--- config.mk ---
export PLATFORM = sky130hd
export DESIGN_NAME = leaf_request_merger
export DESIGN_NICKNAME = d
export VERILOG_FILES = /design/src/rtl/leaf_request_merger_pkg.sv /design/src/rtl/dual_push_fifo.sv /design/src/rtl/leaf_request_merger.sv
export SDC_FILE = /design/constraint.sdc
export NUM_CORES = 1
export LEC_CHECK = 0
export CAP_MARGIN = 30
export CORE_ASPECT_RATIO = 1.25
export CORE_MARGIN = 3
export CORE_UTILIZATION = 50
export CTS_CLUSTER_SIZE = 14
export DETAILED_ROUTE_END_ITERATION = 8
export HOLD_SLACK_MARGIN = 0.02
export MAX_ROUTING_LAYER = met4
export PLACE_DENSITY_LB_ADDON = 0.05
export SYNTH_ARGS = -nofsm -noshare
export SYNTH_HDL_FRONTEND = slang
export SYNTH_HIERARCHICAL = 1
export SYNTH_SLANG_ARGS = --single-unit
export TNS_END_PERCENT = 30
--- constraint.sdc ---
create_clock -name clk -period 10.55 [get_ports clk]
set_clock_uncertainty 0.1 [all_clocks]
set_input_delay 1.5825 -clock clk [delete_from_list [all_inputs] [get_ports clk]]
set_output_delay 1.5825 -clock clk [all_outputs]
set_load 0.02 [all_outputs]
--- src/rtl/leaf_request_merger_pkg.sv ---
// Shared widths and the request layout for the two-port leaf request merger.
package leaf_request_merger_pkg;

   localparam int unsigned DSIZE             = 11;
   localparam int unsigned DEF_ADDRESS_WIDTH = 8;
   localparam int unsigned DEF_PATCH_WIDTH   = 5 * DSIZE;

   typedef struct packed {
      logic                         port;
      logic [DEF_ADDRESS_WIDTH-1:0] index;
      logic [DEF_PATCH_WIDTH-1:0]   patch;
   } leaf_req_t;

endpackage

--- src/rtl/dual_push_fifo.sv ---
// In-order FIFO with two write ports (a lands ahead of b) and one read port.
module dual_push_fifo #(
   parameter int unsigned WIDTH = 64,
   parameter int unsigned DEPTH = 8
) (
   input  logic                       clk,
   input  logic                       rst_n,
   input  logic                       clear,
   input  logic                       push_a,
   input  logic [WIDTH-1:0]           data_a,
   input  logic                       push_b,
   input  logic [WIDTH-1:0]           data_b,
   input  logic                       pop,
   output logic [WIDTH-1:0]           head,
   output logic [$clog2(DEPTH):0]     count
);

   localparam int unsigned PTR_W = $clog2(DEPTH);
   localparam int unsigned CNT_W = PTR_W + 1;

   logic [WIDTH-1:0] mem [DEPTH];
   logic [PTR_W-1:0] wr_ptr_q, wr_ptr_d, rd_ptr_q, rd_ptr_d, wr_b_ptr;
   logic [CNT_W-1:0] count_q, count_d;

   always_comb begin
      wr_b_ptr = push_a ? wr_ptr_q + PTR_W'(1) : wr_ptr_q;
      wr_ptr_d = wr_ptr_q + PTR_W'(push_a) + PTR_W'(push_b);
      rd_ptr_d = rd_ptr_q + PTR_W'(pop);
      count_d  = count_q + CNT_W'(push_a) + CNT_W'(push_b) - CNT_W'(pop);
      if (clear) begin
         wr_ptr_d = '0;
         rd_ptr_d = '0;
         count_d  = '0;
      end
   end

   always_ff @(posedge clk or negedge rst_n) begin
      if (!rst_n) begin
         wr_ptr_q <= '0;
         rd_ptr_q <= '0;
         count_q  <= '0;
      end else begin
         wr_ptr_q <= wr_ptr_d;
         rd_ptr_q <= rd_ptr_d;
         count_q  <= count_d;
      end
   end

   // Storage is not reset; writes during clear are harmless since pointers restart.
   always_ff @(posedge clk) begin
      if (push_a) mem[wr_ptr_q] <= data_a;
      if (push_b) mem[wr_b_ptr] <= data_b;
   end

   assign head  = mem[rd_ptr_q];
   assign count = count_q;

endmodule

--- src/rtl/leaf_request_merger.sv ---
// Merges the two tree result ports into one ordered request stream, dropping on overflow.
module leaf_request_merger
   import leaf_request_merger_pkg::*;
#(
   parameter int unsigned ADDRESS_WIDTH = DEF_ADDRESS_WIDTH,
   parameter int unsigned PATCH_WIDTH   = DEF_PATCH_WIDTH,
   parameter int unsigned DEPTH         = 8
) (
   input  logic                      clk,
   input  logic                      rst_n,
   input  logic                      leaf_en,
   input  logic [ADDRESS_WIDTH-1:0]  leaf_index,
   input  logic [PATCH_WIDTH-1:0]    patch_in,
   input  logic                      leaf_two_en,
   input  logic [ADDRESS_WIDTH-1:0]  leaf_index_two,
   input  logic [PATCH_WIDTH-1:0]    patch_in_two,
   input  logic                      flush,
   output logic                      out_valid,
   input  logic                      out_ready,
   output logic [ADDRESS_WIDTH-1:0]  out_index,
   output logic [PATCH_WIDTH-1:0]    out_patch,
   output logic                      out_port,
   output logic [$clog2(DEPTH):0]    occupancy,
   output logic                      overflow
);

   localparam int unsigned OCC_W   = $clog2(DEPTH) + 1;
   localparam int unsigned ENTRY_W = 1 + ADDRESS_WIDTH + PATCH_WIDTH;

   logic [ENTRY_W-1:0] entry0, entry1, head;
   logic [OCC_W-1:0]   count;
   logic [OCC_W:0]     free;
   logic               pop, accept0, accept1, drop;
   logic               overflow_q, overflow_d;

   assign entry0 = {1'b0, leaf_index, patch_in};
   assign entry1 = {1'b1, leaf_index_two, patch_in_two};

   // A same-cycle pop frees its slot before pushes are counted against space.
   always_comb begin
      pop     = out_valid & out_ready;
      free    = (OCC_W+1)'(DEPTH) - {1'b0, count} + (OCC_W+1)'(pop);
      accept0 = leaf_en & (free != '0);
      accept1 = leaf_two_en & (accept0 ? (free > (OCC_W+1)'(1)) : (free != '0));
      drop    = (leaf_en & ~accept0) | (leaf_two_en & ~accept1);
      overflow_d = overflow_q | drop;
      if (flush) overflow_d = 1'b0;
   end

   always_ff @(posedge clk or negedge rst_n) begin
      if (!rst_n) overflow_q <= 1'b0;
      else        overflow_q <= overflow_d;
   end

   dual_push_fifo #(
      .WIDTH (ENTRY_W),
      .DEPTH (DEPTH)
   ) u_fifo (
      .clk    (clk),
      .rst_n  (rst_n),
      .clear  (flush),
      .push_a (accept0),
      .data_a (entry0),
      .push_b (accept1),
      .data_b (entry1),
      .pop    (pop),
      .head   (head),
      .count  (count)
   );

   // Head fields are forced to zero when empty so reset and idle never expose stale RAM.
   always_comb begin
      out_valid = (count != '0);
      out_port  = out_valid & head[ENTRY_W-1];
      out_index = out_valid ? head[PATCH_WIDTH +: ADDRESS_WIDTH] : '0;
      out_patch = out_valid ? head[PATCH_WIDTH-1:0] : '0;
   end

   assign occupancy = count;
   assign overflow  = overflow_q;

endmodule

# Word level (Yosys, flattened, before mapping)

Memories as Yosys holds them, arrays and structs flattened.
Index checks and enable logic that the tools add are counted.

Register bits: 11
Bits in writable memories: 512
Bits of input ports: 132
Logic and storage cells: 39
Memories: 1

Add/sub/neg operators: 9
$lt $le $gt $ge: 1
Mux-type cells: 12
Bitwise operators: 10
Reductions and logical operators: 2

Memories:

| name       | depth | bits a word | rd ports | clocked after Yosys merged registers in | write ports | line                 | RTL |
|---|---|---|---|---|---|---|---|
| u_fifo.mem | 8     | 64          | 1        | 0                                       | 2           | dual_push_fifo.sv:21 | `logic [WIDTH-1:0] mem [DEPTH];` |

Operator list:

| operator                                                             | count |
|---|---|
| 55-bit 2-to-1 mux                                                    | 1 |
| 3-bit by 1-bit adder with 3-bit output                               | 3 |
| 3-bit 2-to-1 mux                                                     | 3 |
| 4-bit by 1-bit adder with 4-bit output                               | 2 |
| 8-bit 2-to-1 mux                                                     | 1 |
| 1-bit AND                                                            | 6 |
| 1-bit 2-to-1 mux                                                     | 6 |
| 5-bit by 1-bit adder with 5-bit output                               | 1 |
| 5-bit by 1-bit > comparator with 1-bit output, second input constant | 1 |
| 5-bit nonzero test                                                   | 1 |
| 4-bit by 4-bit subtractor with 5-bit output, first input constant    | 1 |
| 4-bit 2-to-1 mux                                                     | 1 |
| 4-bit nonzero test                                                   | 1 |
| 4-bit by 1-bit subtractor with 4-bit output                          | 1 |
| 3-bit by 1-bit adder with 3-bit output, second input constant        | 1 |
| 1-bit NOT                                                            | 2 |
| 1-bit OR                                                             | 2 |

# Logic depth before layout (Yosys ltp)

Depth in word-level cells: 12
Depth in mapped cells: 17
Gate-level depth less buffers: 16

# Cells and area by module

The synthesis kept the hierarchy.

By module, submodules not included:

| module              | instances | cells an instance | area each (sq um) | seq. area each (sq um) |
|---|---|---|---|---|
| dual_push_fifo      | 1         | 1393              | 26396.6           | 15625.0 |
| leaf_request_merger | 1         | 97                | 656.9             | 25.0 |

# Least setup slack after synthesis

No wires, ideal clock.

Path type: input port to flip-flop
Start: in out_ready
End: mem u_fifo.mem[1][0] (enable)
Arrival: 7.703 ns
Data required time: 9.876 ns
Path slack: 2.173 ns
Stages on the path: 10
Cell sequence: nand2_1 > ha_1 > inv_1 > ha_1 > nor3b_1 > a31o_2 > a21boi_0 > buf_4 > nand2b_1 > o21ai_0

RTL lines:

| element     | line                      | RTL |
|---|---|---|
| from (decl) | leaf_request_merger.sv:19 | `input logic out_ready,` |
| to (decl)   | dual_push_fifo.sv:21      |  |

==> flow_summary.json <==
{
  "ys_types": 46,
  "final_cells": 2453,
  "rsz0062_at_grt": "false",
  "grtUsageTotal_pct": 24.0,
  "num_rows": 94,
  "slew_headroom_pct": 34.8,
  "r2r_start": "u_fifo/count[2]",
  "tightest_slew_ns": 0.975,
  "pin_count": 202,
  "cp-endpoint": "u_fifo/mem[7][33]",
  "synthSimpleGateAreaFrac_pct": 2.40,
  "synth_top_family_by_area": "multiplexers",
  "cts_made_buffers": 54,
  "start_util_pct": 51.0,
  "ys_seq_area_share_pct": 57.8,
  "worstSetupStartpointType": "register",
  "vias": 14490,
  "met2_usage_pct": 41.5,
  "synth_enable_flop_cells": 512,
  "clock_path_buffers": 3,
  "critical_path_required_ns": 10.65,
  "holdWs_ns": 0.445,
  "peakVddDrop_v": 0.000395,
  "root_buffer": "clkbuf_16",
  "syn-cell-area_sq_um": 27100,
  "synth_compound_area_share_pct": 0.490,
  "criticalPathCategory": "reg2reg",
  "drc": 0,
  "grt_max_degree": 93,
  "startpoint": "u_fifo/count[2]",
  "tritoncts": "yes",
  "grt_antenna_before_repair": 4,
  "drt_pass1_iterations": 5,
  "max_freq_mhz": 172,
  "avgSynthCellArea_sq_um": 18.2,
  "post_cts_buffers": 0,
  "crit_path_end_kind": "register",
  "ant_nets": 0,
  "ys_ff_latch": 523,
  "layout-drive-gt1-share_pct": 44.0,
  "fin_crit_ns": 5.81,
  "path_clk_slew_ns": 0.06,
  "hold_path.class": "reg2reg",
  "synth_xor_area_share_pct": 0.222,
  "dpl.hpwl_mm": 36.9,
  "ys.flop_type": "edfxtp_1",
  "synthTopCellsByArea": "edfxtp_1, mux2_2, mux4_2, mux2_4, mux2_1",
  "totalWireLength_mm": 66.2,
  "synth_cells": 1490,
  "fin_crit_sh_pct": 55.1,
  "via_per_inst": 5.91,
  "fin_nets": 1833,
  "synth_mux_area_share_pct": 35.3,
  "r2r_setup_slack_ns": 4.74,
  "synth_fa_ha_area_share_pct": 0.675,
  "synth_top_area_share_pct": 56.8,
  "busiest_layer": "met2",
  "wire_per_inst_um": 27.0,
  "yosysTopAreaCell": "edfxtp_1",
  "cts_resized": 0,
  "async_reset_ff_share_pct": 2.10,
  "clock_latency_ns": 0.60,
  "syn2layout_area_growth_pct": 15.9,
  "die_w_um": 214,
  "power_mw": 8.07,
  "place_congestion": 0.767,
  "core_sq_um": 53000,
  "critPathMaxFanout": 66,
  "crit_arrival_ns": 5.91,
  "n_fill_cell": 4075,
  "grt_pass1_wl_mm": 100,
  "dp_cells": 2352,
  "grt.overflow.total": 0,
  "ff2ff_path_depth": 13,
  "setup_tns_ns": 0,
  "grt_pass1_vias": 15845,
  "rr_endpoint": "u_fifo/mem[7][33]",
  "die_height_um": 266,
  "power.leakage_nw": 10.4,
  "first_iter_violations": 898,
  "status": "completed",
  "grt_util_met3_pct": 3.90,
  "cts_htree_levels": 2,
  "p_per_area_nw_per_um2": 257,
  "finalSetupViolCount": 0,
  "synth_warnings": 6,
  "hold_viol": 0,
  "synth_most_common_cell": "edfxtp_1",
  "port_buffers": 201,
  "cts.sinks": 523,
  "grt_use_met1_pct": 30.5,
  "slew_violations": 0,
  "dieArea_sq_um": 57000,
  "maxCapViolCount": 0,
  "cts_hold_buffers": 0,
  "synthTopCellsByCount": "edfxtp_1, mux2_2, mux4_2, and2_1, mux2_1"
}
[flip-flops by register name (all words and copies together), names as in the netlist]
| name | flops |
|---|---|
| u_fifo/mem | 512 |
| u_fifo/count | 4 |
| u_fifo/rd_ptr_q | 3 |
| u_fifo/wr_ptr_q | 3 |
| overflow | 1 |
[worst max-delay path, cell delays in order, from the launching register on]
cell	delay [ns]
dfrtp_1	0.47
or4_4	0.96
nand2_1	0.23
ha_1	0.19
inv_1	0.05
ha_1	0.31
nor3b_1	0.06
a31o_2	0.26
a21boi_0	0.65
inv_1	0.15
nor2_1	0.35
nand2_4	0.35
o21ai_4	0.39
buf_4	0.84
[cells in the final DEF, fill, tap and decap left out, types with 3 or more instances in the layout]
| cell type | synthesis | final |
|---|---|---|
| diode_2 | 0 | 3 |
| o21ai_4 | 0 | 6 |
| clkinv_1 | 0 | 12 |
| nor2b_1 | 6 | 6 |
| fa_1 | 3 | 3 |
| mux4_2 | 128 | 128 |
| buf_4 | 17 | 23 |
| ha_1 | 9 | 9 |
| nand3b_1 | 4 | 4 |
| dfrtp_1 | 11 | 8 |
| and2_1 | 65 | 65 |
| mux2_4 | 49 | 49 |
| nand2_1 | 9 | 5 |
| clkdlybuf4s50_1 | 0 | 201 |
| clkbuf_16 | 0 | 55 |
| buf_16 | 0 | 4 |
| buf_12 | 0 | 3 |
| mux2_2 | 465 | 465 |
| clkbuf_1 | 23 | 19 |
| o21ai_0 | 9 | 3 |
| dfrtp_4 | 0 | 3 |
| conb_1 | 2 | 16 |
| xor2_1 | 3 | 3 |
| clkinv_2 | 0 | 7 |
| nand2b_1 | 3 | 3 |
| nor3b_1 | 3 | 3 |
| inv_1 | 10 | 10 |
| nor2_1 | 8 | 8 |
| nand2_4 | 0 | 4 |
| mux2_1 | 62 | 62 |
| edfxtp_1 | 512 | 512 |
[cell type report]
cell class | instances | area (sq um) | area share (%)
sequential | 523 | 15700 | 50.0
multi-input combinational | 868 | 10800 | 34.4
timing repair buffer | 231 | 2350 | 7.51
clock buffer | 74 | 1450 | 4.62
tap | 720 | 901 | 2.87
clock inverter | 23 | 156 | 0.499
inverter | 11 | 41.3 | 0.132
antenna | 3 | 7.51 | 0.0239
[power breakdown]
part | switching [mW] | total (mW) | internal (mW)
registers | 0.174 | 3.10 | 2.92
logic | 1.64 | 3.20 | 1.55
clock network | 0.774 | 1.78 | 1.00
[how the worst min path moves through the flow]
stage	slack, ns	depth (start not counted)	start	endpoint
final	0.45	2	overflow	overflow
after global routing	0.49	2	overflow	overflow
after CTS	0.45	2	overflow	overflow
after detailed placement	0.42	2	overflow	overflow
after global placement	0.42	2	overflow	overflow
after floorplan	0.49	2	overflow	overflow
[cell families after synthesis]
| kind of cell | count (synthesis) |
|---|---|
| AO/OA/AOI/OAI | 20 |
| XOR/XNOR | 6 |
| adder cells (fa/ha/maj) | 13 |
| buffers and inverters | 113 |
| flip-flops | 523 |
| multiplexers | 705 |
| other | 2 |
| AND/OR/NAND/NOR | 108 |
[per-layer routing]
layer	vias up	wire length [um]
met5	-	0
met4	0	1050
met3	84	2990
met2	344	34400
met1	7686	27700
li1	6376	-
[stage by stage]
stage	cell area, sq um	util, %	setup WS, ns
2_1_floorplan	27100	-	2.17
3_3_place_gp	29600	55.8	4.33
3_5_place_dp	29700	56.0	4.31
4_1_cts	31300	59.0	4.67
5_1_grt	31300	59.1	4.29
6_report	31300	59.1	4.74
No activity file was read; power rests on OpenSTA's default activity.
